## config.mk

```make
export PLATFORM = sky130hd
export DESIGN_NAME = cla_pipe_adder
export DESIGN_NICKNAME = d
export VERILOG_FILES = /design/src/rtl/cla_pipe_adder.sv
export SDC_FILE = /design/constraint.sdc
export NUM_CORES = 1
export LEC_CHECK = 0
export ABC_AREA = 1
export BUFFER_PORTS_ARGS = -buffer_cell sky130_fd_sc_hd__buf_2
export CORE_ASPECT_RATIO = 0.75
export CORE_UTILIZATION = 45
export DETAILED_ROUTE_END_ITERATION = 10
export GPL_ROUTABILITY_DRIVEN = 0
export GPL_TIMING_DRIVEN = 0
export PLACE_DENSITY = 0.64
export SLEW_MARGIN = 20
export SYNTH_ARGS = -nofsm -noshare
export SYNTH_HDL_FRONTEND = slang
export SYNTH_SLANG_ARGS = --single-unit
```

## constraint.sdc

```tcl
create_clock -name clk -period 1.56 [get_ports clk]
set_input_delay 0.312 -clock clk [delete_from_list [all_inputs] [get_ports clk]]
set_output_delay 0.312 -clock clk [all_outputs]
set_load 0.005 [all_outputs]
```

## src/rtl/cla_pipe_adder.sv

```systemverilog
// Pipelined carry-lookahead adder/subtractor with valid/ready handshake.
// Optional `CLA_FLAGS_EN adds the registered ovf and zero result flags.
module cla_pipe_adder #(
   parameter int WIDTH            = 16,
   parameter int GROUPS_PER_STAGE = 1
) (
   input  logic             clk,
   input  logic             rst_n,
   input  logic             in_valid,
   output logic             in_ready,
   input  logic             cin,
   input  logic             sub,
   input  logic [WIDTH-1:0] x,
   input  logic [WIDTH-1:0] y,
   output logic             out_valid,
   input  logic             out_ready,
   output logic [WIDTH-1:0] r,
   output logic             cout
`ifdef CLA_FLAGS_EN
   ,
   output logic             ovf,
   output logic             zero
`endif
);

   localparam int GPS    = GROUPS_PER_STAGE;
   localparam int STAGES = WIDTH / (4 * GPS);

   // One 4-bit lookahead group, carries flattened; returns {carry_out, sum}.
   function automatic logic [4:0] cla4(input logic [3:0] a, input logic [3:0] b,
                                       input logic ci);
      logic [3:0] g;
      logic [3:0] p;
      logic [4:0] c;
      g    = a & b;
      p    = a ^ b;
      c[0] = ci;
      c[1] = g[0] | (p[0] & ci);
      c[2] = g[1] | (p[1] & g[0]) | (p[1] & p[0] & ci);
      c[3] = g[2] | (p[2] & g[1]) | (p[2] & p[1] & g[0]) | (p[2] & p[1] & p[0] & ci);
      c[4] = g[3] | (p[3] & g[2]) | (p[3] & p[2] & g[1]) | (p[3] & p[2] & p[1] & g[0])
           | (p[3] & p[2] & p[1] & p[0] & ci);
      return {c[4], p ^ c[3:0]};
   endfunction

   logic             vld_p [STAGES];
   logic [WIDTH-1:0] x_p   [STAGES];
   logic [WIDTH-1:0] ye_p  [STAGES];
   logic [WIDTH-1:0] s_p   [STAGES];
   logic             c_p   [STAGES];
   logic [WIDTH-1:0] s_nxt [STAGES];
   logic             c_nxt [STAGES];

   assign in_ready = !out_valid || out_ready;

   // Stage k adds its own groups; lower sum bits pass through, upper ones wait.
   always_comb begin
      logic cy;
      for (int k = 0; k < STAGES; k++) begin
         s_nxt[k] = s_p[k];
         cy       = c_p[k];
         for (int j = 0; j < GPS; j++) begin
            {cy, s_nxt[k][(k*GPS+j)*4 +: 4]} = cla4(x_p[k][(k*GPS+j)*4 +: 4],
                                                   ye_p[k][(k*GPS+j)*4 +: 4], cy);
         end
         c_nxt[k] = cy;
      end
   end

   always_ff @(posedge clk or negedge rst_n) begin
      if (!rst_n) begin
         for (int k = 0; k < STAGES; k++) begin
            vld_p[k] <= 1'b0;
            x_p[k]   <= '0;
            ye_p[k]  <= '0;
            s_p[k]   <= '0;
            c_p[k]   <= 1'b0;
         end
         out_valid <= 1'b0;
         r         <= '0;
         cout      <= 1'b0;
`ifdef CLA_FLAGS_EN
         ovf       <= 1'b0;
         zero      <= 1'b0;
`endif
      end else if (in_ready) begin
         // Input capture: the operand pair enters with its carry-in and an empty sum.
         vld_p[0] <= in_valid;
         x_p[0]   <= x;
         ye_p[0]  <= sub ? ~y : y;
         s_p[0]   <= '0;
         c_p[0]   <= cin;
         // Stage k-1 -> k: operands skew along, partial sum and group carry advance.
         for (int k = 1; k < STAGES; k++) begin
            vld_p[k] <= vld_p[k-1];
            x_p[k]   <= x_p[k-1];
            ye_p[k]  <= ye_p[k-1];
            s_p[k]   <= s_nxt[k-1];
            c_p[k]   <= c_nxt[k-1];
         end
         // Last stage -> output register.
         out_valid <= vld_p[STAGES-1];
         r         <= s_nxt[STAGES-1];
         cout      <= c_nxt[STAGES-1];
`ifdef CLA_FLAGS_EN
         ovf       <= (x_p[STAGES-1][WIDTH-1] == ye_p[STAGES-1][WIDTH-1])
                   && (s_nxt[STAGES-1][WIDTH-1] != x_p[STAGES-1][WIDTH-1]);
         zero      <= (s_nxt[STAGES-1] == '0);
`endif
      end
   end

endmodule

```

==> impl_metrics.toml, run 1 <==
[status]
status = "complete, no violations"

[cells_and_area]
layout_commonest_cell = "nand2_1"
fillers = 1078
drive_above_1_share_pct = 17.3
layout.nets = 761
layout.cells.most_common_list = "nand2_1, dfrtp_1, buf_2"
area_delta_synth_final_pct = 21.8
final_util_pct = 57.4
diodes = 0

[setup_path]
max_stage_delay_ns = 0.35
ff2ff_path_depth = 7
reg2reg_slack_ns = 0.08
crit_path_start_kind = "register"
r2r-start = "x_p[26]"
cp_data_required_time_ns = 1.25
worstSetupPathType = "reg -> out"
reg2reg_to = "s_nxt[11]"
cp_slowest_cell = "dfrtp_1"
critPathTopFamily = "flip-flops"
worstPathArrival_ns = 1.21
worst_setup_path_end_kind = "output pin"
path_buf_inv = 4
crit_path_max_fanout = 2
path_cells = "inv_2 -> nor2_4 -> inv_4 -> buf_12 -> buf_6"

[logic_synthesis]
syn_inst = 625
yosysUniqueCellTypes = 19
synth_area_leaders = "dfrtp_1, nand2_1, o21ai_0, ha_1, xnor2_1"
yosysTopAreaCell = "dfrtp_1"
yosys_warnings = 0
ys_seq_area_share_pct = 58.1
synth-seq-cells = 130
syn_area_um2 = 5600
synth_top_area_share_pct = 58.1
syn_avg_cell_area_um2 = 8.96
syn_nets = 683

[grt]
grt_max_degree = 79
antenna_found_initial = 0
grt_first_pass_wirelength_um = 21500
first_global_vias = 4442
grt-ovfl-total = 0
grt_use_total_pct = 22.0

[detailed_routing]
vias_per_cell = 4.94
dr.pass1.iters = 5
drtIter0Drc = 307
avgRoutedWirePerCell_um = 14.5
drc = 0
drt-total-wl_um = 12700
ant_nets = 0
dr_total_vias = 4337

[timing]
fin_crit_sh_pct = 97.8
whs_ns = 0.0911
fmax_ghz = 0.656
clock_skew_ns = 0.00676
worst_pin_slew_ns = 0.491
period_needed_ns = 1.53
rsz0062_at_grt = "yes"
slew_violations = 0
fin_tns_setup_ns = 0
hold_viol_final = 0
setup_ws_ns = 0.0346
final-setup-viol-count = 0
maxSlewHeadroom_pct = 67.3

[cts]
cts_tree = "yes"
clk_path_buf_depth = 2
clkLatencyLatePin_ns = 0.41
cts_buffers = 17
clockRootBuffer = "clkbuf_16"
clkTransAtPathRegs_ns = 0.06
cts_sinks = 130
htreeDepth = 4

[floorplan]
start_util_pct = 47.2
die_area_um2 = 12900
die_h_um = 98.6
rows = 34
ios = 57
die_w_um = 131
core_um2 = 11900

[hold_path]
hold_path.class = "in -> reg"
hp-start = "in_valid"
min_to = "vld_p[3]"
min_path_cells = 3

[placed_design]
place_ws_ns = 0.0427
port_buffers = 55
dpl.hpwl_um = 8570

[job]
cap_violations = 0

[pwr]
finalPower_mw = 14.6
cellPowerDensity_nw_per_um2 = 2140
leakagePower_nw = 3.55
ir_drop_mv = 1.12
-- area by class of cell --
class	count	area [um2]	area share, %
Multi-Input combinational cell	441	2120	31.1
Tap cell	162	203	2.97
Buffer	29	194	2.84
Sequential cell	130	3250	47.7
Clock inverter	10	131	1.93
Timing Repair Buffer	60	352	5.16
Inverter	24	92.6	1.36
Clock buffer	22	474	6.96
-- registers in the layout, indices dropped and copies added, names as in the netlist --
name / cells
c_p: 4
r: 16
s_nxt: 24
out_valid: 1
x_p: 40
ye_p: 40
cout: 1
vld_p: 4
-- report_power, final --
part | total [mW] | internal (mW) | leakage [nW] | switching [mW]
Combinational | 4.75 | 1.97 | 1.68 | 2.78
Clock | 4.04 | 2.63 | 0.300 | 1.42
Sequential | 5.79 | 4.88 | 1.58 | 0.912
-- routing by layer --
| metal | vias to the layer above | GRT usage, % | wire length, um |
|---|---|---|---|
| li1 | 2104 | - | - |
| met3 | 23 | 5.32 | 548 |
| met2 | 97 | 34.7 | 6150 |
| met5 | - | 0 | 0 |
| met1 | 2113 | 29.0 | 5760 |
| met4 | 0 | 9.20 | 233 |
-- logic make-up (layout without fill, tap and decap cells) --
| family | count (synthesis) | count (layout) | share of synthesized area [%] |
|---|---|---|---|
| simple gates | 353 | 353 | 24.5 |
| flops | 130 | 130 | 58.1 |
| buf+inv | 54 | 145 | 4.94 |
| compound gates | 48 | 48 | 4.29 |
| fa+ha+maj | 20 | 20 | 5.01 |
| xor+xnor | 20 | 20 | 3.13 |
-- timing repair --
| item | in CTS | in global routing |
|---|---|---|
| pin swaps | 1 | 1 |
| gates resized for setup | 6 | 4 |
| endpoints found under the hold margin | 52 | 0 |
| setup buffers | 3 | 0 |
| endpoints found under the setup margin | 1 | 6 |
| hold buffers | 1 | 0 |
-- worst max path at each step --
stage | startpoint | endpoint | slack (ns) | cells past startpoint
after floorplan | x_p[14] | r[15] | 0.22 | 6
after global placement | rst_n | vld_p[3] | -1.50 | 1
after detailed placement | x_p[26] | s_nxt[11] | 0.04 | 7
after CTS | out_valid | in_ready | -0.01 | 5
after global routing | out_valid | in_ready | -0.02 | 5
final | out_valid | in_ready | 0.03 | 5
-- Yosys cell counts, drive strengths merged --
master / number
a21oi: 4
buf: 25
clkbuf: 5
dfrtp: 130
fa: 4
ha: 16
inv: 24
nand2: 312
nand3: 16
nand4: 4
nor2: 17
o21ai: 44
or2: 4
xnor2: 18
xor2: 2
-- worst register-to-register path, delay by kind of cell (launching register included) --
kind	cells	cell delay, ns
AND/OR/NAND/NOR	6	0.73
adder cells (fa/ha/maj)	1	0.27
flip-flops	1	0.42
-- per-stage QoR --
step	cells	instance area, um2
after floorplan	625	5600
after global placement	842	6080
after detailed placement	843	6110
after CTS	878	6770
after global routing	878	6820
final	878	6820
Power figures use the tool's default switching activity.
==> inputs of run 2 (changes only) <==
- ABC_AREA: 1 -> default
==> impl_metrics.toml, run 2 <==
[status]
status = "complete, no violations"

[setup_path]
crit_path_max_fanout = 3
cp_data_required_time_ns = 1.84
crit_path_start_kind = "register"
worst_setup_path_end_kind = "register"
worstSetupPathType = "reg -> reg"
worstPathArrival_ns = 1.82
reg2reg_slack_ns = 0.03

[detailed_routing]
wl_met2_um = 4780
drc = 0
vias_per_cell = 4.68
dr_wl_met3_um = 614
drt-total-wl_um = 11000
dr_total_vias = 3946
wl_met1_um = 5490
routed.top_layer = "met4"
dr.pass1.iters = 4
drtIter0Drc = 186
ant_nets = 0
avgRoutedWirePerCell_um = 13.0

[logic_synthesis]
synth_top_area_share_pct = 59.1
synth_most_common_cell = "nand2_1"
synth-seq-cells = 130
yosysTopAreaCell = "dfrtp_1"
synth_area_leaders = "dfrtp_1, nand2_1, ha_1, xnor2_1, o21ai_0"
syn_nets = 648
syn_avg_cell_area_um2 = 9.33
synth_common_cells = "nand2_1, dfrtp_1, o21ai_0"
postSynth.asyncResetShare_pct = 100
syn_inst = 590
syn_area_um2 = 5500
synthFlopType = "dfrtp_1"
ys_seq_area_share_pct = 59.1
yosysUniqueCellTypes = 23
synth-edff-count = 0
yosys_warnings = 0

[timing]
period_needed_ns = 1.53
worst_pin_slew_ns = 0.605
fmax_ghz = 0.652
rsz0062_at_grt = "yes"
slew_violations = 0
hold_viol_final = 0
clock_skew_ns = 0.00718
setup_ws_ns = 0.0257
final-setup-viol-count = 0
fin_crit_sh_pct = 98.4
maxSlewHeadroom_pct = 59.7
fin_tns_setup_ns = 0

[placed_design]
place_inst = 808
port_buffers = 55
dpl.hpwl_um = 7560
place_ws_ns = -0.0550

[cts]
clkTransAtPathRegs_ns = 0.05
clk_path_buf_depth = 2
cts_buffers = 17
cts_sinks = 130
clockRootBuffer = "clkbuf_16"
htreeDepth = 4
clkLatencyLatePin_ns = 0.41
cts_tree = "yes"

[floorplan]
core_um2 = 11700
die_h_um = 97.8
die_w_um = 130
rows = 34
ios = 57
start_util_pct = 46.9
die_area_um2 = 12700

[grt]
antenna_found_initial = 0
grt_first_pass_wirelength_um = 18400
grt_max_degree = 88
first_global_vias = 3886
grt-ovfl-total = 0
grt_use_total_pct = 19.1

[hold_path]
hold_path.class = "in -> reg"

[pwr]
finalPower_mw = 14.1
leakagePower_nw = 3.47
ir_drop_mv = 0.937
cellPowerDensity_nw_per_um2 = 2100

[cells_and_area]
finalNonFillerCells = 844
area_delta_synth_final_pct = 21.6
layout.nets = 729
layout.cells.most_common_list = "nand2_1, dfrtp_1, buf_2"
drive_above_1_share_pct = 19.1
layout_commonest_cell = "nand2_1"
diodes = 0

[job]
cap_violations = 0
## run 2: cell types whose count changed in the layout (fill, tap and decap cells not counted), moves of 8 or more
cell     previous run  this run
o21ai_0            44        31
nand3_1            16         0
nand2_1           312       303
nor2_1             16         8
inv_1              22         6
a21oi_1             4        12
## run 2: kinds of logic after synthesis
group / synth area share, %
buffers and inverters: 3.43
and+or+nand+nor: 21.6
DFF: 59.1
AOI/OAI and AO/OA: 6.96
xor gates and xnor gates: 3.82
adders and majority gates: 5.09
## run 2: final cells by class
type                            instances  area (um2)
Fill cell                            1062        5050
Sequential cell                       130        3250
Multi-Input combinational cell        423        2100
Clock buffer                           25         515
Timing Repair Buffer                   63         374
Tap cell                              162         203
Buffer                                 29         160
Clock inverter                          5        50.0
Inverter                                7        31.3
## run 2: worst max-delay path, stage by stage, from the launching register on
cell and delay (ns):
dfrtp_2 0.44, ha_1 0.34, a211oi_2 0.25, o21bai_2 0.12, xnor2_1 0.19, o21ai_1 0.07
## run 2: repair_timing
item	4_1_cts	5_1_grt
setup buffers	0	6
endpoints found under the hold margin	43	0
hold buffers	1	0
pin swaps	0	6
endpoints found under the setup margin	5	9
resized for setup	3	12
## run 2: final timing paths
kind,from,end,cells past startpoint
max,x_p[48],s_nxt[35],5
min,x[13],x_p[61],3
max reg2reg,x_p[48],s_nxt[35],5
min reg2reg,r[7],r[7],2
max in group asynchronous,rst_n,x_p[48],3
min in group asynchronous,rst_n,s_nxt[2],2
## run 2: metrics by stage
stage / area [um2] / utilization, % / hold slack, ns
floorplan: 5500 / - / 0.0164
global placement: 5980 / 50.9 / 0.443
detailed placement: 6020 / 51.3 / 0.221
CTS: 6600 / 56.2 / 0.0798
global route: 6690 / 57.0 / 0.0927
finish: 6690 / 57.0 / 0.0982
## run 2: routing by layer
metal	global-route usage, %	vias up
li1	-	2012
met1	26.1	1841
met2	28.7	84
met3	6.63	9
met4	5.81	0
met5	0	-
## run 2: report_power, final
part / internal, mW / switching, mW
Clock: 2.42 / 1.33
Sequential: 4.89 / 0.921
Combinational: 2.01 / 2.52
==> inputs of run 3 (changes only) <==
- CORE_ASPECT_RATIO: 0.75 -> 1.1
==> impl_metrics.toml, run 3 (same netlist as run 2, synthesis figures left out) <==
[setup_path]
path_cells = "nor2b_4 -> inv_2 -> buf_12 -> buf_6"
max_stage_delay_ns = 0.33
crit_path_max_fanout = 6
worstPathArrival_ns = 1.21
cp_slowest_cell = "dfrtp_1"
crit_path_start_kind = "register"
worstSetupPathType = "reg -> out"
worst_setup_path_end_kind = "output pin"
cp_data_required_time_ns = 1.25

[cells_and_area]
drive_above_1_share_pct = 19.5
layout.cells.most_common_list = "nand2_1, dfrtp_1, buf_2"
area_delta_synth_final_pct = 22.7
final_util_pct = 56.4
final_area_um2 = 6750
layout_commonest_cell = "nand2_1"
diodes = 0
layout.nets = 732

[cts]
clk_path_buf_depth = 2
clkTransAtPathRegs_ns = 0.06
cts_buffers = 17
clkLatencyLatePin_ns = 0.41
cts_sinks = 130
cts_tree = "yes"
clockRootBuffer = "clkbuf_16"
htreeDepth = 4

[hold_path]
hold_path.class = "in -> reg"

[pwr]
finalPower_mw = 14.5
cellPowerDensity_nw_per_um2 = 2140
leakagePower_nw = 3.50
ir_drop_mv = 0.829

[grt]
grt-ovfl-total = 0
first_global_vias = 4006
grt_max_degree = 76
grt_use_total_pct = 19.8
grt_first_pass_wirelength_um = 19200
antenna_found_initial = 0

[status]
violations = "DRC"
status = "complete, but fails checks"

[detailed_routing]
vias_per_cell = 4.76
avgRoutedWirePerCell_um = 13.3
drt-total-wl_um = 11200
drc = 2
dr_total_vias = 4005
dr.pass1.iters = 7
drtIter0Drc = 144
ant_nets = 0

[timing]
rsz0062_at_grt = "yes"
final-setup-viol-count = 0
slew_violations = 0
fin_tns_setup_ns = 0
hold_viol_final = 0
maxSlewHeadroom_pct = 54.3
worst_pin_slew_ns = 0.685
fin_crit_sh_pct = 97.7
setup_ws_ns = 0.0365
period_needed_ns = 1.52
fmax_ghz = 0.656
clock_skew_ns = 0.00707

[placed_design]
dpl.hpwl_um = 7650
port_buffers = 55
place_ws_ns = -0.0494
place_area_um2 = 6000

[floorplan]
die_w_um = 107
core_um2 = 12000
start_util_pct = 45.9
ios = 57
rows = 42
die_area_um2 = 12700
die_h_um = 118

[job]
cap_violations = 0
run 3: cell count changes in the layout (fill, tap and decap cells not counted), sizes merged:
cell / before / now
buf: 90 / 93
bufinv: 1 / 3
clkbuf: 26 / 24
clkinv: 5 / 3
clkinvlp: 0 / 3
inv: 6 / 7
run 3: area by class of cell:
class / count / area, um2
well taps: 154 / 193
inverters: 7 / 26.3
clock inverters: 9 / 128
flip-flops and latches: 130 / 3250
fillers: 1099 / 5230
plain buffers: 30 / 178
multi-input cells: 423 / 2100
clock buffers: 23 / 488
repair buffers: 65 / 385
run 3: per-layer routing:
layer  vias up  wire length (um)  global-route usage, %
met4         0               126                   6.51
met3        16               385                   5.70
met1      1888              5340                   26.6
met2        73              5310                   31.0
met5         -                 0                      0
li1       2028                 -                      -
run 3: power breakdown:
group | leakage [nW] | switching, mW | internal [mW]
clock | 0.295 | 1.39 | 2.67
sequential | 1.58 | 0.876 | 4.89
combinational | 1.63 | 2.58 | 2.06
total | 3.50 | 4.85 | 9.62
run 3: per-stage QoR:
stage          std cells  hold slack (ns)
2_1_floorplan        590           0.0164
3_3_place_gp         799            0.445
3_5_place_dp         800            0.381
4_1_cts              834           0.0808
5_1_grt              841           0.0891
6_report             841           0.0901
run 3: timing repair:
item                                    4_1_cts  5_1_grt
gates cloned                                  0        0
pin swaps                                     1        5
buffers inserted                              1        7
hold endpoints to repair                     74        0
hold buffers                                  1        0
gates resized for setup                       6        7
endpoints found under the setup margin        5        6
run 3: worst paths after layout:
| check | from | end | slack [ns] | depth (start not counted) |
|---|---|---|---|---|
| min in group asynchronous | rst_n | r[0] | 0.49 | 2 |
| max in group asynchronous | rst_n | ye_p[58] | 0.36 | 3 |
| max | out_valid | in_ready | 0.04 | 4 |
| min reg2reg | r[3] | r[3] | 0.46 | 2 |
| min | x[7] | x_p[55] | 0.09 | 3 |
| max reg2reg | x_p[36] | s_nxt[23] | 0.07 | 5 |
run 3: critical path: cells and delay by family (launching register included):
family        cells  cell delay, ns
buf+inv           3            0.31
flops             1            0.33
simple gates      1            0.16
